--- src/rtl/dbuf_write_fifo.sv ---
// Elastic write buffer between the pixel pipeline and the display-buffer memory port.
// Drains over a req/ack handshake and reports frame completion after vblank.
module dbuf_write_fifo #(
   parameter int ADDR_W = 16,
   parameter int DATA_W = 32,
   parameter int DEPTH  = 16,
   parameter int PTR_W  = 4
) (
   input  logic              Fphi0,
   input  logic              rst_n,
   input  logic              in_we,
   input  logic [ADDR_W-1:0] in_addr,
   input  logic [DATA_W-1:0] in_data,
   input  logic              vblank_in,
   input  logic              clear_ovf,
   output logic              mem_req,
   output logic [ADDR_W-1:0] mem_addr,
   output logic [DATA_W-1:0] mem_data,
   input  logic              mem_ack,
   output logic [PTR_W:0]    fifo_count,
   output logic              full,
   output logic              empty,
   output logic              overflow,
   output logic              frame_done,
   output logic [15:0]       last_frame_pixels
);

   typedef enum logic [0:0] {F_RUN = 1'b0, F_DRAIN = 1'b1} frame_state_t;

   logic [ADDR_W+DATA_W-1:0] store_r [DEPTH];
   logic [PTR_W-1:0]         wr_ptr_r;
   logic [PTR_W-1:0]         rd_ptr_r;
   logic [PTR_W:0]           count_r;
   logic [ADDR_W+DATA_W-1:0] head_s;
   logic                     push_s;
   logic                     pop_s;
   logic                     ack_s;
   logic                     vblank_prev_r;
   logic [15:0]              pix_cnt_r;
   logic [15:0]              pix_cnt_inc_s;
   logic                     drain_done_s;
   frame_state_t             state_r;
   frame_state_t             state_s;

   assign fifo_count = count_r;
   assign full       = (count_r == (PTR_W+1)'(DEPTH));
   assign empty      = (count_r == (PTR_W+1)'(0));
   assign head_s     = store_r[rd_ptr_r];

   // Registered full gates the push, so a same-edge pop never makes room.
   assign push_s = in_we & ~full;
   assign pop_s  = (~mem_req | mem_ack) & ~empty;
   assign ack_s  = mem_req & mem_ack;
   assign pix_cnt_inc_s = (ack_s && (pix_cnt_r != 16'hFFFF)) ? (pix_cnt_r + 16'd1) : pix_cnt_r;

   // FIFO storage array, no reset needed since entries are only read when counted valid.
   always_ff @(posedge Fphi0) begin
      if (push_s) begin
         store_r[wr_ptr_r] <= {in_addr, in_data};
      end
   end

   // FIFO pointers and occupancy count.
   always_ff @(posedge Fphi0 or negedge rst_n) begin
      if (!rst_n) begin
         wr_ptr_r <= '0;
         rd_ptr_r <= '0;
         count_r  <= '0;
      end else begin
         if (push_s) wr_ptr_r <= wr_ptr_r + PTR_W'(1);
         if (pop_s)  rd_ptr_r <= rd_ptr_r + PTR_W'(1);
         case ({push_s, pop_s})
            2'b10:   count_r <= count_r + (PTR_W+1)'(1);
            2'b01:   count_r <= count_r - (PTR_W+1)'(1);
            default: count_r <= count_r;
         endcase
      end
   end

   // Output holding register and request flag.
   always_ff @(posedge Fphi0 or negedge rst_n) begin
      if (!rst_n) begin
         mem_req  <= 1'b0;
         mem_addr <= '0;
         mem_data <= '0;
      end else if (pop_s) begin
         mem_req  <= 1'b1;
         mem_addr <= head_s[ADDR_W+DATA_W-1:DATA_W];
         mem_data <= head_s[DATA_W-1:0];
      end else if (mem_ack) begin
         mem_req  <= 1'b0;
      end
   end

   // Sticky overflow; a drop on the same edge beats the clear.
   always_ff @(posedge Fphi0 or negedge rst_n) begin
      if (!rst_n) begin
         overflow <= 1'b0;
      end else if (in_we && full) begin
         overflow <= 1'b1;
      end else if (clear_ovf) begin
         overflow <= 1'b0;
      end
   end

   // Frame state register plus vblank edge history.
   always_ff @(posedge Fphi0 or negedge rst_n) begin
      if (!rst_n) begin
         state_r       <= F_RUN;
         vblank_prev_r <= 1'b0;
      end else begin
         state_r       <= state_s;
         vblank_prev_r <= vblank_in;
      end
   end

   // Frame next-state: drain completes once nothing is buffered or outstanding.
   always_comb begin
      state_s      = state_r;
      drain_done_s = 1'b0;
      case (state_r)
         F_RUN: begin
            if (vblank_in && !vblank_prev_r) state_s = F_DRAIN;
            else                             state_s = F_RUN;
         end
         F_DRAIN: begin
            if (empty && (!mem_req || mem_ack)) begin
               drain_done_s = 1'b1;
               state_s      = F_RUN;
            end else begin
               state_s      = F_DRAIN;
            end
         end
         default: state_s = F_RUN;
      endcase
   end

   // Pixel counter, done pulse and per-frame pixel total.
   always_ff @(posedge Fphi0 or negedge rst_n) begin
      if (!rst_n) begin
         pix_cnt_r         <= 16'd0;
         frame_done        <= 1'b0;
         last_frame_pixels <= 16'd0;
      end else if (drain_done_s) begin
         pix_cnt_r         <= 16'd0;
         frame_done        <= 1'b1;
         last_frame_pixels <= pix_cnt_inc_s;
      end else begin
         pix_cnt_r         <= pix_cnt_inc_s;
         frame_done        <= 1'b0;
      end
   end

endmodule

--- config.mk ---
export PLATFORM = sky130hd
export DESIGN_NAME = dbuf_write_fifo
export DESIGN_NICKNAME = d
export VERILOG_FILES = /design/src/rtl/dbuf_write_fifo.sv
export SDC_FILE = /design/constraint.sdc
export NUM_CORES = 1
export LEC_CHECK = 0
export CAP_MARGIN = 20
export CORE_MARGIN = 2
export CORE_UTILIZATION = 40
export DETAILED_ROUTE_END_ITERATION = 10
export PLACE_DENSITY_LB_ADDON = 0.15
export SLEW_MARGIN = 20
export SYNTH_ARGS = -nofsm -noshare
export SYNTH_HDL_FRONTEND = slang
export SYNTH_SLANG_ARGS = --single-unit
--- constraint.sdc ---
create_clock -name Fphi0 -period 9.5 [get_ports Fphi0]
set_input_delay 1.425 -clock Fphi0 [delete_from_list [all_inputs] [get_ports Fphi0]]
set_output_delay 1.425 -clock Fphi0 [all_outputs]
set_load 0.05 [all_outputs]
# == After elaboration in Yosys (flattened, before gate mapping) ==
# Memory sizes are Yosys's and may differ from the RTL's. A register that Yosys moved wholly into a read port is not among the register bits.
# Cells that the tools add are included.
# word_totals
register_bits,50
ramBits,768
in_bits,54
output_inout_bits,74
wordCells,55
mem_count,1
# mem_list
memory,depth,width,read_ports,rd_clocked_by_memory_dff,wr,line_no,text
store_r,16,48,1,1,1,30,logic [ADDR_W+DATA_W-1:0] store_r [DEPTH];
# op_classes
n_addsub,5
eq_ne,4
n_mux,15
n_bitwise,8
reduce_logical,12
# ops
op,n
16-bit two-way mux,2
"16-bit by 1-bit adder with 16-bit output, second input constant",1
"16-bit inequality test, second input constant",1
1-bit two-way mux,11
5-bit case mux with 2 select lines,1
"4-bit by 1-bit adder with 4-bit output, second input constant",2
2-bit nonzero test,3
"5-bit by 1-bit adder with 5-bit output, second input constant",1
"5-bit == test, second input constant",1
5-bit logical NOT,1
"5-bit by 1-bit subtractor with 5-bit output, second input constant",1
1-bit logical AND,4
1-bit NOT,4
1-bit bitwise AND,3
1-bit logical NOT,3
"2-bit by 1-bit == test with 1-bit output, second input constant",1
"2-bit == test, second input constant",1
1-bit case mux with 2 select lines,1
1-bit logical OR,1
1-bit bitwise OR,1

# == Depth between registers and ports, before layout ==
# Gate-level depths: netlist (run 1).
# logic_depth
depth_word,6
depth_mapped,13
mapped_depth_nobuf,10

# == Least setup slack after synthesis (run 1) ==
# No wires, ideal clock.
# synth_timing
path_kind,input-to-reg
start,in in_we
end,"mem store_r[3][0] in the netlist's numbering, enable pin"
setup_time_ns,0.513
arrival_ns,5.374
required_ns,8.987
slack_ns,3.614
stages,3
n_path_buf,0
path_cell_list,a21boi_1 nand2_1 nor3_1
# synth_between
elab_chain_cells,3
# synth_lines
element,line_no,text
from (decl),11,"input logic in_we,"
1-bit bitwise AND,51,assign push_s = in_we & ~full;
1-bit two-way mux,58,if (push_s) begin
1-bit two-way mux (not written as such),59,"store_r[wr_ptr_r] <= {in_addr, in_data};"
to (decl),30,
# No other way between the ends.

# == Worst setup path after layout (run 1) ==
# layout_timing
start,"reg count_r[1], in the netlist fifo_count[1]"
end,out empty
# layout_between
elab_chain_cells,1
# layout_lines
element,line_no,text
from (decl),33,logic [PTR_W:0] count_r;
from (signal assigned),73,2'b10: count_r <= count_r + (PTR_W+1)'(1);
from (signal assigned),74,2'b01: count_r <= count_r - (PTR_W+1)'(1);
from (signal assigned),75,default: count_r <= count_r;
5-bit logical NOT,47,assign empty = (count_r == (PTR_W+1)'(0));
to (decl),22,"output logic empty,"
# No other way between the ends.

==> impl_metrics.yaml, run 1 <==
clocking:
  root_buffer: "clkbuf_16"
  cts_buffers: 92
  h-tree-depth: 3
  path_clk_slew_ns: 0.06
  clockBufferDepth: 3
  cts_tree: "done"
  clock-sinks: 866
  post_cts_resized: 0
  clk_latency_ns: 0.64
  cts_setup_buffers: 0
  cts_hold_buf: 0
layout:
  final_nets: 1846
  fillerInstances: 6804
  syn2layout_area_growth_pct: 17.17
  final-seq-area_um2: 25530
  multiInputGateArea_um2: 7121
  layout-drive-gt1-share_pct: 21.03
  antenna_cells: 0
power_and_ir_drop:
  power_density_nw_per_um2: 312.3
  clockPowerShare_pct: 30.3
  p_sw_share_pct: 31.37
  internal_power_uw: 8286
  power_frac_comb_pct: 28.1
  ir_worst_vdd_mv: 0.2067
  switching_power_uw: 3787
  power_frac_seq_pct: 41.6
  leakagePower_uw: 0.01256
synthesis:
  ys_ff_latch: 866
  syn_avg_cell_area_um2: 20.29
  async_flop_share_pct: 11.32
  yosysUniqueCellTypes: 57
  synth_area_leaders: "edfxtp_1, mux4_2, dfrtp_1, mux2i_1, o22ai_1"
  synth-seq-area-share_pct: 77.33
  syn_nets: 1689
  netlist_top_cells_count: "edfxtp_1, mux4_2, dfrtp_1, o22ai_1, mux2i_1"
  netlist_instances: 1626
  synth_area_leader_cell: "edfxtp_1"
  synth_edf_count: 768
  yosysMostFrequentCell: "edfxtp_1"
  yosys_most_used_dff: "edfxtp_1"
  netlist.area_leader.share_pct: 69.90
  netlist_area_um2: 32990
  ys.warnings.count: 0
global_route:
  grt_pass1_vias: 16881
  grt.total_usage_pct: 17.71
  grt-ovfl-total: 0
  grt_max_degree: 99
  grt_pass1_wl_um: 111400
  antenna_found_initial: 4
detailed_routing:
  wl_um: 74420
  drtIter0Drc: 1054
  firstDrtPassIters: 5
  num_vias: 16160
  wire_per_inst_um: 25.41
  viasPerCell: 5.517
  final_antenna_net_count: 0
  drc: 0
floorplanning:
  dieArea_um2: 84790
  io_pins: 128
  die_h_um: 291.2
  rows: 105
  start_util_pct: 40.31
  core-area_um2: 81850
  dieWidth_um: 291.2
timing:
  final_max_slew_viol_count: 0
  fin_crit_sh_pct: 44.16
  holdWs_ns: 0.4845
  fmax_mhz: 238.4
  fin_crit_ns: 4.195
  setup_violations: 0
  max_slew_margin_pct: 32.03
  finalHoldViolations: 0
  worst_pin_slew_ns: 1.019
  clock_skew_ns: 0.02486
  setup_tns_ns: 0
  rsz0062_at_grt: "no"
job:
  maxCapViolCount: 0
setup_path:
  critPathMaxStageDelay_ns: 0.83
  r2r_end: "mem_data[13]"
  cp_max_fo: 9
  crit_type: "reg2out"
  reg2regPathDepth: 5
  worst_setup_path_start_kind: "register"
  crit_required_ns: 8.08
  cp-end-kind: "primary output"
  timing.rr.start: "rd_ptr_r[1]"
  reg2reg_slack_ns: 5.49
  cp_data_arrival_time_ns: 2.77
  crit_path_cell_trace: "or4_1, nor2_1, clkdlybuf4s50_1"
  slowest_stage: "clkdlybuf4s50_1"
min_path:
  min_to: "last_frame_pixels[14]"
  hold_path_depth: 2
  holdCritPathClass: "reg2reg"
  hp-start: "last_frame_pixels[14]"
place:
  port_buffers: 127
  gp_congestion: 0.7652
  dpl.hpwl_um: 41190
run_status:
  status: "complete, no violations"
-- power groups by stage --
stage                     sequential (uW)  clock (uW)  combinational (uW)
final                                5030        3660                3390
after global routing                 5090        3910                3620
after CTS                            5040        3750                3470
after detailed placement             5110           0                3460
after global placement               5090           0                3450
after floorplan                      5350           0                2050
-- cells by family (layout without fill, tap and decap cells) --
| group | count (synthesis) | count (layout) | synth area share [%] |
|---|---|---|---|
| XOR/XNOR | 13 | 13 | 0.3451 |
| flip-flops | 866 | 866 | 77.33 |
| AND/OR/NAND/NOR | 160 | 160 | 2.404 |
| multiplexers | 263 | 263 | 14.10 |
| AO/OA/AOI/OAI | 212 | 212 | 4.005 |
| adder cells (fa/ha/maj) | 9 | 9 | 0.3413 |
| buffers and inverters | 103 | 336 | 1.475 |
-- flip-flops by register name (all words and copies together) (netlist names) --
signal / count
store_r: 768
mem_data: 32
last_frame_pixels: 16
mem_addr: 16
pix_cnt_r: 16
fifo_count: 5
rd_ptr_r: 4
wr_ptr_r: 4
frame_done: 1
mem_req: 1
overflow: 1
state_r: 1
vblank_prev_r: 1
-- routing by layer --
| metal | part of all wire, % | track usage, % |
|---|---|---|
| met5 | 0 | 0 |
| met4 | 2.0 | 4.903 |
| met3 | 4.8 | 2.886 |
| met2 | 48 | 28.35 |
| met1 | 45 | 25.24 |
-- worst max path at each step --
stage                  startpoint  cells past startpoint         endpoint  slack [ns]
finish              fifo_count[1]                      3            empty        5.30
global placement            in_we                      5   store_r[11][8]        4.69
CTS                 fifo_count[1]                      3            empty        5.25
detailed placement          in_we                      5  store_r[11][11]        4.69
global route                in_we                      5  store_r[11][11]        5.15
floorplan                   in_we                      3    store_r[3][0]        3.61
-- critical path, delay by kind of cell, from the launching register on --
family | cells | cell delay, ns
simple gates | 2 | 0.83
buf+inv | 1 | 0.83
flops | 1 | 0.47
-- final cells by class --
cell class,count,area share [%]
flip-flops and latches,866,66.03
multi-input cells,657,18.42
clock buffers,120,6.625
repair buffers,159,3.936
well taps,1070,3.463
clock inverters,50,1.460
inverters,7,0.06797
-- stage by stage --
step | cells | worst slack [ns] | util (%) | power [uW] | area (um2)
after floorplan | 1626 | 3.614 | - | 7393 | 32990
after global placement | 2759 | 4.691 | 43.41 | 8542 | 35530
after detailed placement | 2759 | 4.690 | 43.41 | 8570 | 35530
after CTS | 2929 | 5.245 | 47.23 | 12260 | 38660
after global routing | 2929 | 5.149 | 47.23 | 12620 | 38660
final | 2929 | 5.305 | 47.23 | 12070 | 38660
-- placed cells by master, fill, tap and decap left out, types with 15 or more instances in the layout --
cell type	count
edfxtp_1	768
mux4_2	158
clkdlybuf4s50_1	126
o22ai_1	97
clkbuf_16	95
dfrtp_1	95
mux2i_1	72
nand2_1	42
a21oi_1	41
nor2_1	38
mux2_2	33
buf_4	32
a31oi_1	22
a211oi_1	19
clkinv_1	17
clkbuf_1	16
clkinv_2	15
No activity file was read; power rests on OpenSTA's default activity.
==> inputs of run 2 (changes only) <==
==> constraint.sdc (replaced) <==
create_clock -name Fphi0 -period 3.6 [get_ports Fphi0]
set_input_delay 0.54 -clock Fphi0 [delete_from_list [all_inputs] [get_ports Fphi0]]
set_output_delay 0.54 -clock Fphi0 [all_outputs]
set_load 0.05 [all_outputs]
==> impl_metrics.yaml, run 2 (synthesis results as in run 1) <==
timing:
  setup_violations: 0
  finalHoldViolations: 0
  max_slew_margin_pct: 41.60
  fin_ws_ns: 0.2765
  fin_crit_ns: 3.323
  setup_tns_ns: 0
  fin_crit_sh_pct: 92.32
  holdWs_ns: 0.3668
  final_max_slew_viol_count: 0
  worst_pin_slew_ns: 0.8718
  clock_skew_ns: 0.02325
  fmax_mhz: 300.9
  rsz0062_at_grt: "no"
setup_path:
  reg2reg_slack_ns: 0.81
  r2r_end: "fifo_count[4]"
  crit_type: "reg2out"
  worst_setup_path_start_kind: "register"
  cp-end-kind: "primary output"
  reg2regPathDepth: 9
  crit_required_ns: 3.06
  cp_data_arrival_time_ns: 2.78
  timing.rr.start: "fifo_count[1]"
  cp_max_fo: 9
layout:
  regMostFlops: "store_r"
  final_nets: 1878
  fin_util_pct: 47.84
  reg_top3: "store_r (768), mem_data (32)"
  syn2layout_area_growth_pct: 18.68
  layout-drive-gt1-share_pct: 22.50
  final_common_cell: "edfxtp_1"
  final_cell_mix: "edfxtp_1, mux4_2, clkdlybuf4s50_1, o22ai_1, dfrtp_1"
  largest_reg_flops: 768
  antenna_cells: 0
min_path:
  hp-start: "vblank_in"
  min_to: "vblank_prev_r"
  holdCritPathClass: "in2reg"
  hold_path_depth: 1
detailed_routing:
  final_antenna_net_count: 0
  viasPerCell: 5.498
  wl_um: 74590
  firstDrtPassIters: 5
  drc: 0
  num_vias: 16292
  wire_per_inst_um: 25.17
  drtIter0Drc: 1050
clocking:
  path_clk_slew_ns: 0.06
  h-tree-depth: 3
  cts_tree: "done"
  root_buffer: "clkbuf_16"
  clockBufferDepth: 3
  clk_latency_ns: 0.65
  cts_setup_buffers: 0
  cts_buffers: 92
  clock-sinks: 866
power_and_ir_drop:
  power_frac_seq_pct: 41.0
  power_frac_comb_pct: 28.9
  ir_worst_vdd_mv: 0.4690
  internal_power_uw: 21940
  p_sw_share_pct: 31.41
  switching_power_uw: 10050
  power_density_nw_per_um2: 816.8
  leakagePower_uw: 0.01278
  clockPowerShare_pct: 30.1
floorplanning:
  start_util_pct: 40.31
  dieArea_um2: 84790
  io_pins: 128
  core-area_um2: 81850
  die_h_um: 291.2
  rows: 105
  dieWidth_um: 291.2
run_status:
  status: "complete, no violations"
place:
  dpl.hpwl_um: 41490
  post-place-ws_ns: 0.6416
  port_buffers: 127
  gp_congestion: 0.7961
global_route:
  antenna_found_initial: 3
  grt_max_degree: 102
  grt-ovfl-total: 0
  grt.total_usage_pct: 17.91
  grt_pass1_vias: 17244
  grt_pass1_wl_um: 112700
job:
  maxCapViolCount: 0
-- run 2: cell count changes in the layout (fill, tap and decap cells not counted), sizes merged --
| cell | before | now |
|---|---|---|
| clkinvlp | 2 | 5 |
| buf | 33 | 64 |
| inv | 9 | 13 |
| clkinv | 34 | 33 |
| clkbuf | 120 | 116 |
| dlygate4sd3 | 0 | 1 |
-- run 2: repair_timing --
| action | CTS | global route |
|---|---|---|
| gates resized for setup | 0 | 0 |
| hold buffers | 1 | 0 |
| endpoints found under the hold margin | 25 | 0 |
-- run 2: final cells by class --
class / count / area, um2
Clock buffer: 116 / 2452
Clock inverter: 56 / 665.6
Fill cell: 6715 / 42690
Inverter: 7 / 26.28
Multi-Input combinational cell: 657 / 7146
Sequential cell: 866 / 25530
Tap cell: 1070 / 1339
Timing Repair Buffer: 191 / 2002
-- run 2: power by group through the flow --
stage	logic, uW	registers, uW	clock network [uW]
after global placement	9400	13300	0
after global routing	9930	13300	10200
after CTS	9440	13200	9850
after floorplan	5420	14100	0
after detailed placement	9420	13400	0
final	9240	13100	9610
-- run 2: layer usage --
metal | up-vias | track usage [%] | wire length (um) | part of all wire [%]
li1 | 7119 | - | - | -
met1 | 8725 | 24.21 | 32830 | 44
met2 | 340 | 30.25 | 37450 | 50
met3 | 102 | 3.039 | 3083 | 4.1
met4 | 6 | 4.562 | 1182 | 1.6
met5 | - | 0 | 41 | 0.055
-- run 2: worst max-delay path by stage --
stage	from	end	slack, ns	depth (start not counted)
2_1_floorplan	fifo_count[2]	store_r[15][0]	-0.63	5
3_3_place_gp	mem_ack	fifo_count[4]	0.58	9
3_5_place_dp	mem_ack	fifo_count[4]	0.64	9
4_1_cts	fifo_count[1]	empty	0.23	3
5_1_grt	fifo_count[1]	empty	0.16	3
6_report	fifo_count[1]	empty	0.28	3
-- run 2: metrics by stage --
stage	cells	area (um2)	total power, uW
3_3_place_gp	2790	36030	22710
3_5_place_dp	2790	36030	22780
4_1_cts	2963	39160	32450
6_report	2963	39160	31980
5_1_grt	2963	39160	33430
2_1_floorplan	1626	33020	19510
-- run 2: critical path, cell delays in order (launching register included) --
cell and delay (ns):
dfrtp_1 0.47, or4_1 0.65, nor2_1 0.19, clkdlybuf4s50_1 0.83
==> RTL edit 1 (settings of run 2) <==
One comparison of `count_r` changes from == to >=.
--- a/src/rtl/dbuf_write_fifo.sv
+++ b/src/rtl/dbuf_write_fifo.sv
@@ -45,3 +45,3 @@
    assign fifo_count = count_r;
-   assign full       = (count_r == (PTR_W+1)'(DEPTH));
+   assign full       = (count_r >= (PTR_W+1)'(DEPTH));
    assign empty      = (count_r == (PTR_W+1)'(0));
Function: same outputs for any inputs over 4 cycles, from zero or initial values and one cycle with rst_n low; that may be too few to reach the edited logic, so the function may still have changed.
==> RTL edit 1 against run 2 <==
- clock power decreased by 3.6%
- area after synthesis increased by 0.44%
- global-route usage is 0.54 points lower
- sequential power down 3%
- sequential cell count unchanged
- critical path type unchanged
- highest routed layer unchanged
- power decreased by 3.0%
- wire length fell by 2.7%
- design area fell by 0.28%
- critical path depth did not move
- synthesized cell count fell by 4.5%
- hold slack better by 23 ps
- worst setup slack better by 450 ps
- first-iteration DRC count is 20% higher
- clock skew fell by 1.1 ps
==> RTL edit 1: results (changes against run 2) <==
vias in the first global route=16700 (-3.1%); met3 usage in global routing=2.53% (-0.51 points); Final Net Count=1797 (-4.3%); proportion of layout cells with a drive suffix above 1=26.6% (+4.1 points); Cells after DPL=2711 (-2.8%); Detailed Route Iter0 Violations=1256 (+20%); GP Congestion=0.745 (-6.4%); Post-synth top cells=edfxtp_1 (768), mux4_2 (192), dfrtp_1 (98); Post-Synthesis Cells=1553 (-4.5%); maximum vdd drop=0.684 mV (+46%); hold_sp=vblank_in; DR vias/cell=5.43 (-1.2%); met2 Track Usage GR=28.7% (-1.5 points); mux contribution to synthesized area=15.0% (+0.89 points); Yosys cell types=45 (-21%); invs w/o clock=8 (+1); comb_multi_in=592 (-9.9%); cell family with most CP delay=buffers and inverters; met2 wire length=36100 µm (-3.7%); Clock buf/inv share=7.60% (-0.36 points); first-pass GRT wire length=110000 µm (-2.8%); Total Routing Usage GR=17.4% (-0.54 points); Sw Share=30.9% (-0.54 points); clock buffer count=113 (-2.6%); compound-cell area share of the yosys netlist=3.48% (-0.52 points); filler cell count=6753 (+0.57%); antenna cell count=1 (+1); sequential share of cell area=65.4% (+0.19 points); largest net degree at the start of global routing=74 (-27%); status=complete, no violations; number of signal-net buffers in the layout=176 (-7.9%); R2R Path Start=fifo_count[1]$_DFFE_PN0P_; multi-input gate share of total cell area=18.5% (+0.29 points); sequential area share after synthesis=77.0% (-0.34 points); top post-synthesis cells by area=edfxtp_1 (70%), mux4_2 (13%), dfrtp_1 (7.4%); die width=292 µm (+0.22%); Slowest-stage cell, CP=clkdlybuf4s50_1; Synth Area in Adders=0.340% (-0.0015 points); detailed placement HPWL=38900 µm (-6.3%); Post-Place Worst Slack=741 ps (+99.5 ps); FF+latch area=0.0255 mm² (about the same); clock buffer count from CTS=90 (-2.2%); clock skew=22.1 ps (-1.11 ps); xor/xnor share of the synthesized area=0.661% (+0.32 points); Post-Route M1 WL=32500 µm (-0.99%); Routed WL per cell=25.2 µm (+0.11%); met1 Track Usage GR=24.2% (+0.035 points); worst setup path category=reg2out; Placed Area=0.0361 mm² (+0.11%); Leak Pwr=12.5 nW (-2.1%); met3 wire len=2950 µm (-4.3%); Non-clock buffer share=4.97% (-0.15 points); clock-pin transition on the worst setup and hold timing paths=60 ps (about the same)
==> RTL edit 1: changes by cell type after synthesis, sizes merged, moves of 6 or more <==
cell    change
mux2i      -63
mux4       +34
o21ai      +24
a31oi      -20
a211oi     -19
mux2       +16
o22ai      -15
buf        -13
nand2      +13
nor2       -11
o31ai       -8
xnor2       +6
xor2        +6
==> RTL edit 1: path summary, 6_finish.rpt <==
check	endpoint	cells past startpoint	slack, ps
worst max-delay path	empty	3	730
worst min-delay path	vblank_prev_r$_DFF_PN0_	1	390
worst max register to register	fifo_count[4]$_DFFE_PN0P_	12	1030
worst min register to register	state_r$_DFF_PN0_	1	460
max in group asynchronous	last_frame_pixels[7]$_DFFE_PN0P_	4	2040
min in group asynchronous	rd_ptr_r[3]$_DFFE_PN0P_	2	500
==> RTL edit 1: power by group through the flow <==
| stage | combinational (W) | clock [W] | sequential (W) |
|---|---|---|---|
| 6_report | 0.00903 | 0.00926 | 0.0127 |
| 5_1_grt | 0.00969 | 0.00992 | 0.0128 |
| 4_1_cts | 0.00925 | 0.00952 | 0.0127 |
| 3_5_place_dp | 0.00923 | 0 | 0.0129 |
| 3_3_place_gp | 0.00916 | 0 | 0.0129 |
| 2_1_floorplan | 0.00557 | 0 | 0.0137 |
==> RTL edit 1: repair_timing <==
item | in CTS | in global routing
setup buffers | 0 | 0
endpoints found under the hold margin | 29 | 0
hold buffers | 1 | 0
==> RTL edit 1: cell families (layout without fill, tap and decap cells) <==
family	count (synthesis)	in the layout
compound gates	169	169
xor+xnor	25	25
fa+ha+maj	9	9
buf+inv	95	352
flops	866	866
mux	250	250
other cells	0	1
simple gates	139	139
==> RTL edit 2 (config.mk and constraints of run 2) <==
Made on the original files. `DEPTH`: 16 -> 64.
--- a/src/rtl/dbuf_write_fifo.sv
+++ b/src/rtl/dbuf_write_fifo.sv
@@ -5,3 +5,3 @@
    parameter int DATA_W = 32,
-   parameter int DEPTH  = 16,
+   parameter int DEPTH  = 64,
    parameter int PTR_W  = 4
Check against the original RTL: not equivalent (Yosys sat finds a counterexample within 4 cycles, from zero or initial values and one cycle with rst_n low).
==> RTL edit 2 against run 2 <==
- combinational power increased by 0.6%
- sequential cell count unchanged
- count of clock-buffer cells in the layout increased by 5
- fmax about the same
- area after synthesis increased by 0.52%
- worst setup slack got worse by 2.0 ps
- global-route usage increased by 0.32 points
- clock power decreased by 4.1%
- non-clock buffer count increased by 1
- power decreased by 0.92%
- design area increased by 0.27%
- sequential share of layout area decreased by 0.17 points
- wire length increased by 3.1%
==> RTL edit 2: results (changes against run 2) <==
Total Routing Usage GR=18.2% (+0.32 points); R2R depth=10 (+1); Yosys cell types=52 (-8.8%); Worst EP arrival=2790 ps (about the same); DR vias/cell=5.52 (+0.39%); DR vias=16200 (-0.86%); Slew @ Worst Pin=954 ps (+81.8 ps); clock skew=26.1 ps (+2.89 ps); proportion of layout cells with a drive suffix above 1=24.0% (+1.5 points); r2r setup slk=670 ps (-140 ps); largest net degree at the start of global routing=67 (-34%); GP Congestion=0.746 (-6.3%); vias in the first global route=17100 (-1.0%); Root Buffer=clkbuf_16; detailed placement HPWL=41200 µm (-0.57%); antenna cell count=0 (unchanged); cell family with most CP delay=simple AND/OR/NAND/NOR gates; Post-synth EDFFs=768 (unchanged); sequential area share after synthesis=76.9% (-0.40 points); Final Net Count=1848 (-1.6%); initial antenna violation count=4 (+1); Detailed Route Iter0 Violations=1114 (+6.1%); Leak Pwr=12.7 nW (-0.57%); status=complete, no violations; Cells after DPL=2759 (-1.1%); post-synth net total=1653 (-2.1%); Skew-Pair Late Insertion Delay=630 ps (-20 ps); Post-synth top cells=edfxtp_1 (768), mux4_2 (192), dfrtp_1 (98); Psw=0.00982 W (-2.3%); yosys warns=0 (unchanged); syn_area_per_cell=20.9 µm² (+2.9%); R2R Path Start=fifo_count[1]$_DFFE_PN0P_; maximum vdd drop=0.459 mV (-2.1%); final wirelength=76900 µm (+3.1%); Setup crit end=empty; top post-synthesis cells by area=edfxtp_1 (70%), mux4_2 (13%), dfrtp_1 (7.4%); first-pass GRT wire length=114000 µm (+0.92%)
## RTL edit 2: cell count changes after synthesis, sizes merged, moves of 14 or more
| cell | change |
|---|---|
| mux4 | +34 |
| nor2 | -23 |
| mux2i | -54 |
| o22ai | -35 |
| a22o | +16 |
| clkbuf | +18 |
| nor2b | +18 |
| buf | -23 |
| a211oi | -18 |
| a211o | +18 |
| a31oi | -14 |
| nand2 | -15 |
| a21oi | +23 |
## RTL edit 2: worst min-delay path by stage
stage	startpoint	endpoint	slack, ps	cells past startpoint
after floorplan	rst_n	fifo_count[0]$_DFFE_PN0P_	240	0
after global placement	last_frame_pixels[7]$_DFFE_PN0P_	last_frame_pixels[7]$_DFFE_PN0P_	470	2
after detailed placement	last_frame_pixels[11]$_DFFE_PN0P_	last_frame_pixels[11]$_DFFE_PN0P_	480	2
after CTS	vblank_in	vblank_prev_r$_DFF_PN0_	360	1
after global routing	vblank_in	vblank_prev_r$_DFF_PN0_	400	1
final	vblank_in	vblank_prev_r$_DFF_PN0_	390	1
## RTL edit 2: routing by layer
metal	vias to the layer above	track usage [%]	share of wire, %
met1	8686	25.1	44
met2	340	30.3	49
li1	7021	-	-
met5	-	0	0.055
met4	6	4.43	1.6
met3	99	3.18	4.8
## RTL edit 2: logic make-up after synthesis
group / count (synthesis) / share of synthesized area, %
mux: 242 / 14.7
simple gates: 153 / 2.50
buf+inv: 102 / 1.32
fa+ha+maj: 10 / 0.377
flops: 866 / 76.9
compound gates: 206 / 3.94
xor+xnor: 10 / 0.264
## RTL edit 2: timing repair
action,in CTS,in global routing
hold buffers,1,0
setup buffers,0,0
hold endpoints to repair,35,0
## RTL edit 2: through the flow
stage / cell area (µm²) / setup WS (ps) / hold slack [ps] / TNS (ps) / util (%)
4_1_cts: 39300 / 259 / 356 / 0 / 47.8
6_report: 39300 / 275 / 393 / 0 / 47.8
5_1_grt: 39300 / 187 / 403 / 0 / 47.8
2_1_floorplan: 33200 / -621 / 244 / -243580 / -
3_5_place_dp: 36300 / 521 / 477 / 0 / 44.2
3_3_place_gp: 36300 / 528 / 471 / 0 / 44.2
## RTL edit 2: cell type report
| cell class | instances | area, µm² |
|---|---|---|
| clock buffer | 121 | 2500 |
| sequential | 866 | 25500 |
| multi-input combinational | 621 | 7350 |
| clock inverter | 45 | 447 |
| inverter | 11 | 41.3 |
| tap | 1070 | 1340 |
| fill | 6686 | 42800 |
| timing repair buffer | 192 | 2060 |
## RTL edit 2: power groups by stage
stage / Clock (W) / Sequential (W) / Combinational [W]
global placement: 0 / 0.0133 / 0.00944
CTS: 0.00945 / 0.0132 / 0.00949
floorplan: 0 / 0.0140 / 0.00546
global route: 0.00984 / 0.0133 / 0.00997
finish: 0.00922 / 0.0132 / 0.00930
detailed placement: 0 / 0.0134 / 0.00946
